File: src/rtl/rank_order_pkg.sv
// Shared types and elaboration helpers for the rank-order filter.
package rank_order_pkg;

   typedef enum logic [1:0] {
      IDLE = 2'd0,
      LOAD = 2'd1,
      SORT = 2'd2,
      EMIT = 2'd3
   } rof_state_t;

   // Odd frame length keeps a unique median slot and an idle lane in each phase.
   function automatic bit rof_params_ok(input int n, input int w);
      return (n >= 3) && (n <= 31) && (n % 2 == 1) && (w >= 1) && (w <= 32);
   endfunction

   function automatic int unsigned rof_clamp_rank(input int unsigned rank, input int unsigned n);
      return (rank >= n) ? n - 1 : rank;
   endfunction

endpackage

File: src/rtl/cmp_swap.sv
// Combinational compare-exchange cell: lo = min(a,b), hi = max(a,b).
// Equal inputs pass straight through, so ties never swap.
module cmp_swap #(
   parameter int W = 8
) (
   input  logic [W-1:0] a,
   input  logic [W-1:0] b,
   output logic [W-1:0] lo,
   output logic [W-1:0] hi
);

   logic swap;

   assign swap = (b < a);
   assign lo   = swap ? b : a;
   assign hi   = swap ? a : b;

endmodule

File: src/rtl/rank_order_filter.sv
// Rank-order filter: collects N samples, sorts them with an odd-even transposition network, emits slot[RANK].
// Result appears 2N edges after the first sample; READY is high in IDLE/EMIT and DSI is ignored while sorting.
module rank_order_filter
   import rank_order_pkg::*;
#(
   parameter  int W  = 8,
   parameter  int N  = 9,
   localparam int RW = $clog2(N)
) (
   input  logic          CLK,
   input  logic          nRST,
   input  logic [W-1:0]  DI,
   input  logic          DSI,
   input  logic [RW-1:0] RANK,
   output logic [W-1:0]  DO,
   output logic          DSO,
   output logic          READY
);

   localparam int CW = $clog2(N + 1);
   localparam logic [CW-1:0] LAST_SLOT = CW'(N - 1);
   localparam logic [CW-1:0] PH_DONE   = CW'(N);

   if (!rof_params_ok(N, W)) begin : g_bad_params
      $error("rank_order_filter: N must be odd in 3..31 and W in 1..32");
   end

   rof_state_t    state_q, state_d;
   logic [W-1:0]  slot    [N];
   logic [W-1:0]  ev_out  [N];
   logic [W-1:0]  od_out  [N];
   logic [W-1:0]  net_out [N];
   logic [CW-1:0] cnt_q;
   logic [CW-1:0] phase_q;
   logic [RW-1:0] rank_q;
   logic          start, load, sort_step, emit;

   // Both phase parities are built; phase_q[0] picks which one is committed.
   for (genvar i = 0; i < N / 2; i++) begin : g_pair
      cmp_swap #(.W(W)) u_even (
         .a  (slot[2*i]),
         .b  (slot[2*i+1]),
         .lo (ev_out[2*i]),
         .hi (ev_out[2*i+1])
      );
      cmp_swap #(.W(W)) u_odd (
         .a  (slot[2*i+1]),
         .b  (slot[2*i+2]),
         .lo (od_out[2*i+1]),
         .hi (od_out[2*i+2])
      );
   end

   assign ev_out[N-1] = slot[N-1];
   assign od_out[0]   = slot[0];

   always_comb begin
      for (int i = 0; i < N; i++) begin
         net_out[i] = phase_q[0] ? od_out[i] : ev_out[i];
      end
   end

   always_ff @(posedge CLK) begin
      if (!nRST) begin
         state_q <= IDLE;
      end else begin
         state_q <= state_d;
      end
   end

   always_comb begin
      state_d   = state_q;
      start     = 1'b0;
      load      = 1'b0;
      sort_step = 1'b0;
      emit      = 1'b0;
      case (state_q)
         IDLE, EMIT: begin
            if (DSI) begin
               start   = 1'b1;
               state_d = LOAD;
            end else begin
               state_d = IDLE;
            end
         end
         LOAD: begin
            if (DSI) begin
               load = 1'b1;
               if (cnt_q == LAST_SLOT) state_d = SORT;
            end else begin
               state_d = IDLE;
            end
         end
         SORT: begin
            // Phases 0..N-1 run first; the extra cycle reads out the settled array.
            if (phase_q == PH_DONE) begin
               emit    = 1'b1;
               state_d = EMIT;
            end else begin
               sort_step = 1'b1;
            end
         end
         default: state_d = IDLE;
      endcase
   end

   always_ff @(posedge CLK) begin
      if (!nRST) begin
         for (int i = 0; i < N; i++) slot[i] <= '0;
         cnt_q   <= '0;
         phase_q <= '0;
         rank_q  <= '0;
         DO      <= '0;
         DSO     <= 1'b0;
      end else begin
         DSO <= emit;
         if (start) begin
            slot[0] <= DI;
            rank_q  <= RW'(rof_clamp_rank(32'(RANK), 32'(N)));
            cnt_q   <= CW'(1);
         end else if (load) begin
            slot[cnt_q] <= DI;
            cnt_q       <= cnt_q + CW'(1);
            if (cnt_q == LAST_SLOT) phase_q <= '0;
         end else if (sort_step) begin
            slot    <= net_out;
            phase_q <= phase_q + CW'(1);
         end
         if (emit) DO <= slot[rank_q];
      end
   end

   assign READY = (state_q == IDLE) || (state_q == EMIT);

endmodule

File: config.mk
export PLATFORM = sky130hd
export DESIGN_NAME = rank_order_filter
export DESIGN_NICKNAME = d
export VERILOG_FILES = /design/src/rtl/rank_order_pkg.sv /design/src/rtl/cmp_swap.sv /design/src/rtl/rank_order_filter.sv
export SDC_FILE = /design/constraint.sdc
export NUM_CORES = 1
export LEC_CHECK = 0
export BUFFER_PORTS_ARGS = -buffer_cell sky130_fd_sc_hd__clkbuf_2
export CORE_MARGIN = 3
export CORE_UTILIZATION = 55
export DETAILED_ROUTE_END_ITERATION = 8
export GPL_ROUTABILITY_DRIVEN = 0
export PLACE_DENSITY = 0.79
export SYNTH_ARGS = -nofsm -noshare
export SYNTH_HDL_FRONTEND = slang
export SYNTH_SLANG_ARGS = --single-unit
File: constraint.sdc
create_clock -name CLK -period 6.4 [get_ports CLK]
set_clock_uncertainty 0.05 [all_clocks]
set_input_delay 0.32 -clock CLK [delete_from_list [all_inputs] [get_ports CLK]]
set_output_delay 0.32 -clock CLK [all_outputs]
set_load 0.1 [all_outputs]
### Word level (Yosys, flattened, before mapping)

Index checks and enable logic that the tools add are counted.

| word-level totals | value |
|---|---|
| register bits after elaboration | 95 |
| latch bits | 0 |
| memory bits (writable) | 0 |
| memory bits (read-only) | 0 |
| bits of input ports | 15 |
| output and inout bits | 10 |
| logic and storage cells | 125 |
| memories | 0 |

| operators by class | value |
|---|---|
| add/sub/neg operators | 2 |
| multipliers | 0 |
| div/mod/pow operators | 0 |
| magnitude comparators | 12 |
| eq/ne operators | 13 |
| shift operators | 0 |
| muxes and demuxes | 52 |
| bitwise logic cells | 4 |
| reduce and logical (&&, ||, !) cells | 26 |

Operators by type and width:

| cell | count |
|---|---|
| 2-to-1 mux 8 bit | 29 |
| 2-to-1 mux 72 bit | 2 |
| bitwise mux 72 bit | 1 |
| less-than comparator 8 bit | 8 |
| binary-select mux 8 bit (select 4 bit) | 1 |
| demux 8 bit (select 4 bit) | 1 |
| AND reduction 4 bit | 8 |
| nonzero test 3 bit | 6 |
| 2-to-1 mux 4 bit | 4 |
| inequality test 3 x 1 -> 1 bit, second input constant | 5 |
| >= comparator 5 bit, second input constant | 2 |
| 2-to-1 mux 1 bit | 10 |
| inverter 4 -> 5 bit | 2 |
| adder 4 x 1 -> 4 bit, second input constant | 2 |
| equality test 4 bit, second input constant | 2 |
| nonzero test 2 bit | 4 |
| 2-to-1 mux 2 bit | 3 |
| case mux 2 bit (3 select lines) | 1 |
| AND reduction 3 bit | 2 |
| less-than comparator 5 x 1 -> 1 bit, second input constant | 1 |
| equality test 2 bit, second input constant | 2 |
| >= comparator 4 bit, second input constant | 1 |
| OR reduction 2 bit | 2 |
| inequality test 3 bit, second input constant | 1 |
| other kinds (8) | 9 |

### Longest topological paths before layout

Gate-level depths: netlist of run 1.

| depth | value |
|---|---|
| depth after elaboration | 8 |
| mapped depth | 10 |

### By module

From an unflattened synthesis of run 1, not the netlist that was laid out.

| second synthesis, totals | value |
|---|---|
| cells, all modules | 984 |
| area, all modules | 9,145.0 sq um |

Modules (own cells, without submodules):

| module | instances | cells each | area an instance (sq um) | seq. area each (sq um) |
|---|---|---|---|---|
| rank_order_filter | 1 | 656 | 5,741.8 | 1,901.8 |
| cmp_swap | 8 | 41 | 425.4 | 0.0 |

### Worst setup path before layout of run 1

No wires, ideal clock.

| timing path | value |
|---|---|
| path kind | flip-flop to flip-flop |
| start | register state_q[0] |
| end | register slot (netlist bit od_out[70]) |
| library setup time | 0.091 ns |
| arrival | 2.438 ns |
| path slack | 3.821 ns |
| cell stages (with the launch flop) | 9 |
| clock period less this slack | 2.579 ns |
| path through | dfxtp_1 -> inv_1 -> ha_1 -> o21ai_0 -> buf_2 -> a21bo_1 -> buf_2 -> a21oi_1 -> a311oi_1 |

| on the way | value |
|---|---|
| word-level cells in the longest chain between the ends | 5 |

RTL lines:

| element | RTL line | RTL |
|---|---|---|
| start, declared | rank_order_filter.sv:28 | `rof_state_t state_q, state_d;` |
| start signal, assigned | rank_order_filter.sv:67 | `state_q <= state_d;` |
| equality test 2 bit / logical NOT 2 bit (equally long branches) | rank_order_filter.sv:77 | `case (state_q)` |
| OR reduction 2 bit | rank_order_filter.sv:77 |  |
| 2-to-1 mux 1 bit | rank_order_filter.sv:77 |  |
| inequality test 3 x 1 -> 1 bit (no line) / nonzero test 3 bit (equally long branches) | n/a |  |
| AND reduction 3 bit (no line) | n/a |  |
| end signal, assigned | rank_order_filter.sv:126 | `slot <= net_out;` |
| end, declared | rank_order_filter.sv:29 | `logic [W-1:0] slot [N];` |

Parallel ways exist; a longest one is shown, timed or not.
A chain may end at the register's enable or synchronous reset.

### Worst setup path after layout of run 1

| timing path | value |
|---|---|
| start | register state_q[1] |
| end | register slot[33] in the netlist's numbering |

| on the way | value |
|---|---|
| word-level cells in the longest chain between the ends | 5 |

RTL lines:

| element | RTL line |
|---|---|
| equality test 2 bit / logical NOT 2 bit (equally long branches) | rank_order_filter.sv:77 |
| OR reduction 2 bit | rank_order_filter.sv:77 |
| 2-to-1 mux 1 bit | rank_order_filter.sv:77 |
| inverter 1 bit (no line) | n/a |
| AND reduction 4 bit (no line) | n/a |

Parallel ways exist; a longest one is shown, timed or not.

==> key figures, run 1 <==
CTS
  – Cts hold-fix bufs: 0
  – Clk root buf: clkbuf_16
  – CTS tree: done
  – H-tree levels: 3
  – Skew-Pair Late Insertion Delay: 360 ps
  – Reg clk slew, reported paths: 70 ps
  – Setup bufs post-CTS: 0
  – Clock sink count: 95
  – Post-cts resize count: 0
  – Number of CTS-inserted buffers: 9
  – Clock Path Buffers: 2

Critical path
  – Category of the most critical setup path: flip-flop to flip-flop
  – R2R Setup Slk: approximately 2900 ps
  – Startpoint Class: flip-flop
  – CP arrival: 3630 ps
  – Stages on the worst setup path: 8
  – Top delay family on crit path: simple AND/OR/NAND/NOR gates
  – Worst Path Buf+Inv: 1
  – Critical path data required time: 6550 ps
  – Max FO, Critical Path: 95
  – Reg2reg end: slot[33]
  – Cells along the critical path: inv_1, ha_1, and2_4, a21oi_1, nor2_2, o311ai_2, nand3_1, o21ai_0
  – R2r worst-path depth: 8
  – Worst path max stage delay: 830 ps
  – Reg-to-Reg Start: state_q[1]
  – Crit path max-delay cell type: and2_4
  – Crit. End Element: flip-flop

GRT
  – Initial antenna violation count: 0
  – Largest net degree at the start of global routing: 96
  – Total track usage: 27.4%
  – Congestion Overflow GR: 0
  – First-pass GRT wire length: about 32000 um
  – Number of global-route vias before repair: ~6300

Yosys
  – YS warnings: 0
  – FF+latch count, synth: 95
  – Synth cell types: approximately 50
  – Commonest register cell after synthesis: dfxtp_1
  – Syn nets: 925
  – Sequential area share after synthesis: roughly a quarter
  – Async S/R FF share, synth: 0%
  – Synthesized area: 7160 sq um
  – Gate Count Post-Synth: between 800 and 900
  – Number of flops mapped to enable cells by yosys: 0
  – Syn Area/Cell: 8.47 sq um

Layout
  – Proportion of layout cells with a drive suffix above 1: 10.2%
  – NumNets Final: 915
  – # fillers: 1087
  – Most common cell after layout, fill and taps aside: mux2i_1
  – Synthesis-to-layout area growth: 6.90%
  – Ant diodes: 0
  – Most frequent cells in the layout: 105 x mux2i_1, 94 x dfxtp_1, 89 x nand2_1
  – Fin cells: 1013

Routing
  – Drt drc: 0
  – Number of DRC markers in iteration 0: 719
  – Routed via count: 6519
  – Via density: roughly 6.4
  – Routed WL: 19300 um
  – Routed Antenna Nets: 0
  – Routed len/inst: 19.1 um
  – Number of detailed-route iterations in the first pass: 5

Place
  – Detail Placement HPWL: around 14000 um
  – Port Buf Inserts: 24
  – Post-Place Cells: 997

Floorplan
  – DIE HEIGHT: 120 um
  – Die ar.: 14400 sq um
  – Ports: 25
  – Core area: 12700 sq um
  – Die X: 120 um
  – # rows: 41
  – Initial Utilization: 56.5%

Pwr
  – Switch share: approximately a quarter
  – Leakage Power: approximately 2.8 nW
  – Tot Pwr: 1.43 mW
  – Seq pwr share: 43.2%
  – Cell Int Power: 1.05 mW
  – Combinational power share: 12.3%
  – PD cells: around 190 nW/um^2
  – Max VDD drop: 150 uV
  – Clock power share: ~45%
  – NetSw: 0.379 mW

Worst hold path
  – Worst Hold End: rank_q[3]
  – WHS Path Cells: 3
  – Worst hold path class: primary input to flip-flop
  – Worst hold start: RANK[3]

Outcome
  – Status: complete, no violations

Timing
  – Period utilization: 54.4%
  – Hold slack: 179 ps
  – RSZ-0062 raised after global routing: no
  – Slew HR: 23.6%
  – Hold Fails Final Rpt: 0
  – Setup violators final: 0
  – Setup total negative slack: 0 ps
  – Actual slew at the worst max-slew pin: 1140 ps
  – Fin. max-slew vios: 0
  – Fmax: roughly 290 MHz
  – Final min period: 3480 ps

Run
  – Max-cap violations: 0
per-stage QoR:
stage               utilization [%]  setup WS, ps  area (sq um)
CTS                            60.4          2970          7660
global route                   60.4          2600          7660
detailed placement             57.7          2980          7310
finish                         60.4          2920          7660
global placement               57.7          3070          7310
floorplan                         -          3820          7160
cells by family (layout without fill, tap and decap cells):
| group | count (synthesis) | count (layout) | synth area share [%] |
|---|---|---|---|
| buf+inv | 117 | 112 | 6.72 |
| simple gates | 230 | 230 | 14.2 |
| mux | 121 | 121 | 19.7 |
| fa+ha+maj | 64 | 64 | 11.2 |
| flops | 95 | 95 | 26.6 |
| xor+xnor | 3 | 3 | 0.367 |
| compound gates | 216 | 216 | 21.3 |
power by group through the flow:
stage	Sequential, mW	Combinational [mW]	Clock, mW
5_1_grt	0.618	0.194	0.655
2_1_floorplan	0.622	0.137	0
3_3_place_gp	0.629	0.170	0
4_1_cts	0.616	0.174	0.640
6_report	0.617	0.176	0.637
3_5_place_dp	0.630	0.174	0
how the worst max path moves through the flow:
stage | startpoint | endpoint | slack [ps]
detailed placement | state_q[1] | slot[33] | 2980
global route | state_q[1] | slot[33] | 2600
finish | state_q[1] | slot[33] | 2920
CTS | state_q[1] | slot[33] | 2970
floorplan | state_q[0] | od_out[70] | 3820
global placement | state_q[1] | slot[33] | 3070
cell type report:
cell class | count | area, sq um | share of cell area (%)
clock buffers | 10 | 239 | 3.12
clock inverters | 6 | 106 | 1.39
inverters | 67 | 251 | 3.28
multi-input cells | 634 | 4780 | 62.5
flip-flops and latches | 95 | 1910 | 24.9
well taps | 172 | 215 | 2.81
repair buffers | 29 | 158 | 2.06
layer usage:
metal,track usage [%],share of wire (%)
met5,0,0
met2,43.2,46
met1,36.8,43
met4,14.7,4.2
met3,3.30,6.6
state kept, by name (all words and copies together), names as in the netlist:
signal,flops
slot,56
DSO,1
od_out,8
ev_out,8
cnt_q,4
state_q,2
DO,8
phase_q,4
rank_q,4
synthesized netlist by cell type, types with 3 or more instances:
cell	instances	area share (%)
nor2_1	72	3.8
inv_1	66	3.5
nand4_1	8	0.70
nand3_1	32	2.2
nor3_1	4	0.28
and4_1	3	0.37
buf_4	5	0.52
o311ai_4	3	1.1
o21ai_0	34	2.4
buf_1	8	0.42
dfxtp_1	95	27
a2111oi_2	4	0.84
nor3b_1	4	0.42
o21ai_2	3	0.37
nand2_1	89	4.7
a311oi_1	8	0.98
clkbuf_1	23	1.2
mux4_2	16	5.0
a31oi_1	3	0.26
o22ai_1	55	4.8
nor2b_1	6	0.52
mux2i_1	105	15
buf_2	13	0.91
ha_1	64	11
o21ai_1	14	0.98
a211oi_1	11	1.2
o221ai_2	8	1.7
a21oi_1	47	3.3
a21o_1	11	1.2
tightest hold or removal path: stages:
cell and delay [ps]:
clkbuf_2 110, nand2_1 60, a21oi_1 50
No activity file was read; power rests on OpenSTA's default activity.
==> run 2: changes to the inputs <==
==> constraint.sdc (replaced) <==
create_clock -name CLK -period 3.25 [get_ports CLK]
set_clock_uncertainty 0.05 [all_clocks]
set_input_delay 0.1625 -clock CLK [delete_from_list [all_inputs] [get_ports CLK]]
set_output_delay 0.1625 -clock CLK [all_outputs]
set_load 0.1 [all_outputs]
==> run 2 against run 1 <==
Effect of this change: via count grew 0.97%; sequential share of layout area fell by 0.073 points; non-clock buffer count rose by 9; critical path type unchanged; largest cell class unchanged.
==> key figures, run 2 (synthesis results as in run 1) <==
GRT
  – Total track usage: 27.5% (+0.064 points)
  – Largest net degree at the start of global routing: 51 (-47%)
  – Congestion Overflow GR: 0 (unchanged)
  – Initial antenna violation count: 0 (unchanged)
  – Number of global-route vias before repair: 6043 (-4.0%)
  – First-pass GRT wire length: 31800 um (-0.65%)

Critical path
  – Category of the most critical setup path: flip-flop to flip-flop
  – Crit. End Element: flip-flop
  – CP arrival: 2950 ps (-680 ps)
  – Max FO, Critical Path: 8 (-92%)
  – Crit path max-delay cell type: or3_1
  – R2r worst-path depth: 8 (unchanged)
  – Startpoint Class: flip-flop
  – Worst path max stage delay: 590 ps (-240 ps)
  – Cells along the critical path: inv_1, ha_1, a211oi_1, nor2_1, a2111oi_4, o21ai_2, or3_1, o221ai_2
  – Critical path data required time: 3480 ps (-3070 ps)

Layout
  – Ant diodes: 0 (unchanged)
  – Biggest register: slot
  – NumNets Final: 924 (+0.98%)
  – Most common cell after layout, fill and taps aside: mux2i_1
  – Proportion of layout cells with a drive suffix above 1: 11.2% (+0.95 points)
  – Synthesis-to-layout area growth: 7.21%
  – Largest register FFs: 56 (unchanged)
  – Most frequent cells in the layout: 105 x mux2i_1, 94 x dfxtp_1, 89 x nand2_1

Pwr
  – Switch share: 30.3% (+3.8 points)
  – Max VDD drop: 254 uV (+69%)
  – PD cells: 344 nW/um^2 (+84%)
  – Seq pwr share: 46.3% (+3.1 points)
  – Clock power share: 40.4% (-4.1 points)
  – Leakage Power: 2.83 nW (+0.58%)
  – Cell Int Power: 1.84 mW (+75%)
  – NetSw: 0.800 mW (+110%)
  – Combinational power share: 13.3% (+1.0 points)

Timing
  – RSZ-0062 raised after global routing: no
  – Slew HR: 31.7% (+8.1 points)
  – Hold Fails Final Rpt: 0 (unchanged)
  – Final min period: 2720 ps (-755 ps)
  – Fin. max-slew vios: 0 (unchanged)
  – Period utilization: 83.8% (+29 points)
  – Setup total negative slack: 0 ps (unchanged)
  – Fmax: 367 MHz (+28%)
  – Final worst-path setup slack: 526 ps (-2390 ps)
  – Setup violators final: 0 (unchanged)
  – Actual slew at the worst max-slew pin: 1020 ps (-115 ps)

Floorplan
  – Initial Utilization: 56.5% (unchanged)
  – # rows: 41 (unchanged)
  – Ports: 25 (unchanged)
  – DIE HEIGHT: 120 um (unchanged)
  – Die X: 120 um (unchanged)
  – Core area: 12700 sq um (unchanged)
  – Die ar.: 14400 sq um (unchanged)

CTS
  – Clock sink count: 95 (unchanged)
  – Clock Path Buffers: 2 (unchanged)
  – Clk root buf: clkbuf_16
  – H-tree levels: 3 (unchanged)
  – Setup bufs post-CTS: 0 (unchanged)
  – CTS tree: done
  – Post-cts resize count: 0 (unchanged)
  – Reg clk slew, reported paths: 70 ps (about the same)
  – Skew-Pair Late Insertion Delay: 360 ps (about the same)
  – Cts hold-fix bufs: 0 (unchanged)
  – Number of CTS-inserted buffers: 9 (unchanged)

Worst hold path
  – WHS Path Cells: 3 (unchanged)
  – Worst hold path class: primary input to flip-flop

Routing
  – Routed WL: 19400 um (+0.64%)
  – Drt drc: 0 (unchanged)
  – Via density: 6.44 (about the same)
  – Number of detailed-route iterations in the first pass: 6 (+1)
  – Routed Antenna Nets: 0 (unchanged)
  – Number of DRC markers in iteration 0: 776 (+7.9%)
  – Routed via count: 6582 (+0.97%)
  – Routed len/inst: 19.0 um (-0.24%)

Place
  – Port Buf Inserts: 24 (unchanged)
  – Dpl ws: 592 ps (-2390 ps)
  – Detail Placement HPWL: 14100 um (+3.0%)

Run
  – Max-cap violations: 0 (unchanged)

Outcome
  – Status: complete, no violations
==> run 2: metrics by stage <==
step | util (%) | area (sq um) | std cells | total power [mW] | hold slack (ps)
6_report | 60.6 | 7680 | 1022 | 2.64 | 42.7
5_1_grt | 60.6 | 7680 | 1022 | 2.72 | 66.8
4_1_cts | 60.6 | 7680 | 1022 | 2.64 | 36.9
3_5_place_dp | 58.3 | 7390 | 1006 | 1.59 | 417
2_1_floorplan | - | 7160 | 846 | 1.50 | 249
3_3_place_gp | 58.3 | 7390 | 1006 | 1.58 | 399
==> run 2: path summary, 6_finish.rpt <==
| kind | start | to | slack [ps] |
|---|---|---|---|
| setup / recovery | slot[61] | slot[63] | 530 |
| hold / removal | RANK[3] | rank_q[3] | 40 |
| setup reg to reg | slot[61] | slot[63] | 530 |
| hold reg to reg | phase_q[3] | phase_q[3] | 440 |
==> run 2: critical path, delay by kind of cell, from the launching register on <==
kind | cells | cell delay (ps)
AOI/OAI and AO/OA | 4 | 980
and+or+nand+nor | 2 | 700
DFF | 1 | 470
adders and majority gates | 1 | 310
buffers and inverters | 1 | 130
==> run 2: final cells by class <==
| cell class | count | area [sq um] |
|---|---|---|
| fill | 1076 | 4990 |
| tap | 172 | 215 |
| inverter | 67 | 251 |
| clock buffer | 9 | 225 |
| multi-input combinational | 634 | 4780 |
| clock inverter | 7 | 62.6 |
| sequential | 95 | 1910 |
| timing repair buffer | 38 | 238 |
==> run 2: power by group through the flow <==
stage          clock (mW)  combinational (mW)  sequential (mW)
5_1_grt              1.12               0.381             1.23
3_3_place_gp            0               0.337             1.25
2_1_floorplan           0               0.270             1.22
6_report             1.07               0.352             1.22
4_1_cts              1.07               0.346             1.22
3_5_place_dp            0               0.344             1.25
==> run 2: routing by layer <==
| metal | vias to the layer above | GRT usage (%) | part of all wire, % |
|---|---|---|---|
| li1 | 3097 | - | - |
| met4 | 0 | 12.5 | 3.5 |
| met1 | 3106 | 37.5 | 43 |
| met3 | 52 | 3.20 | 7.2 |
| met5 | - | 0 | 0 |
| met2 | 327 | 43.7 | 46 |
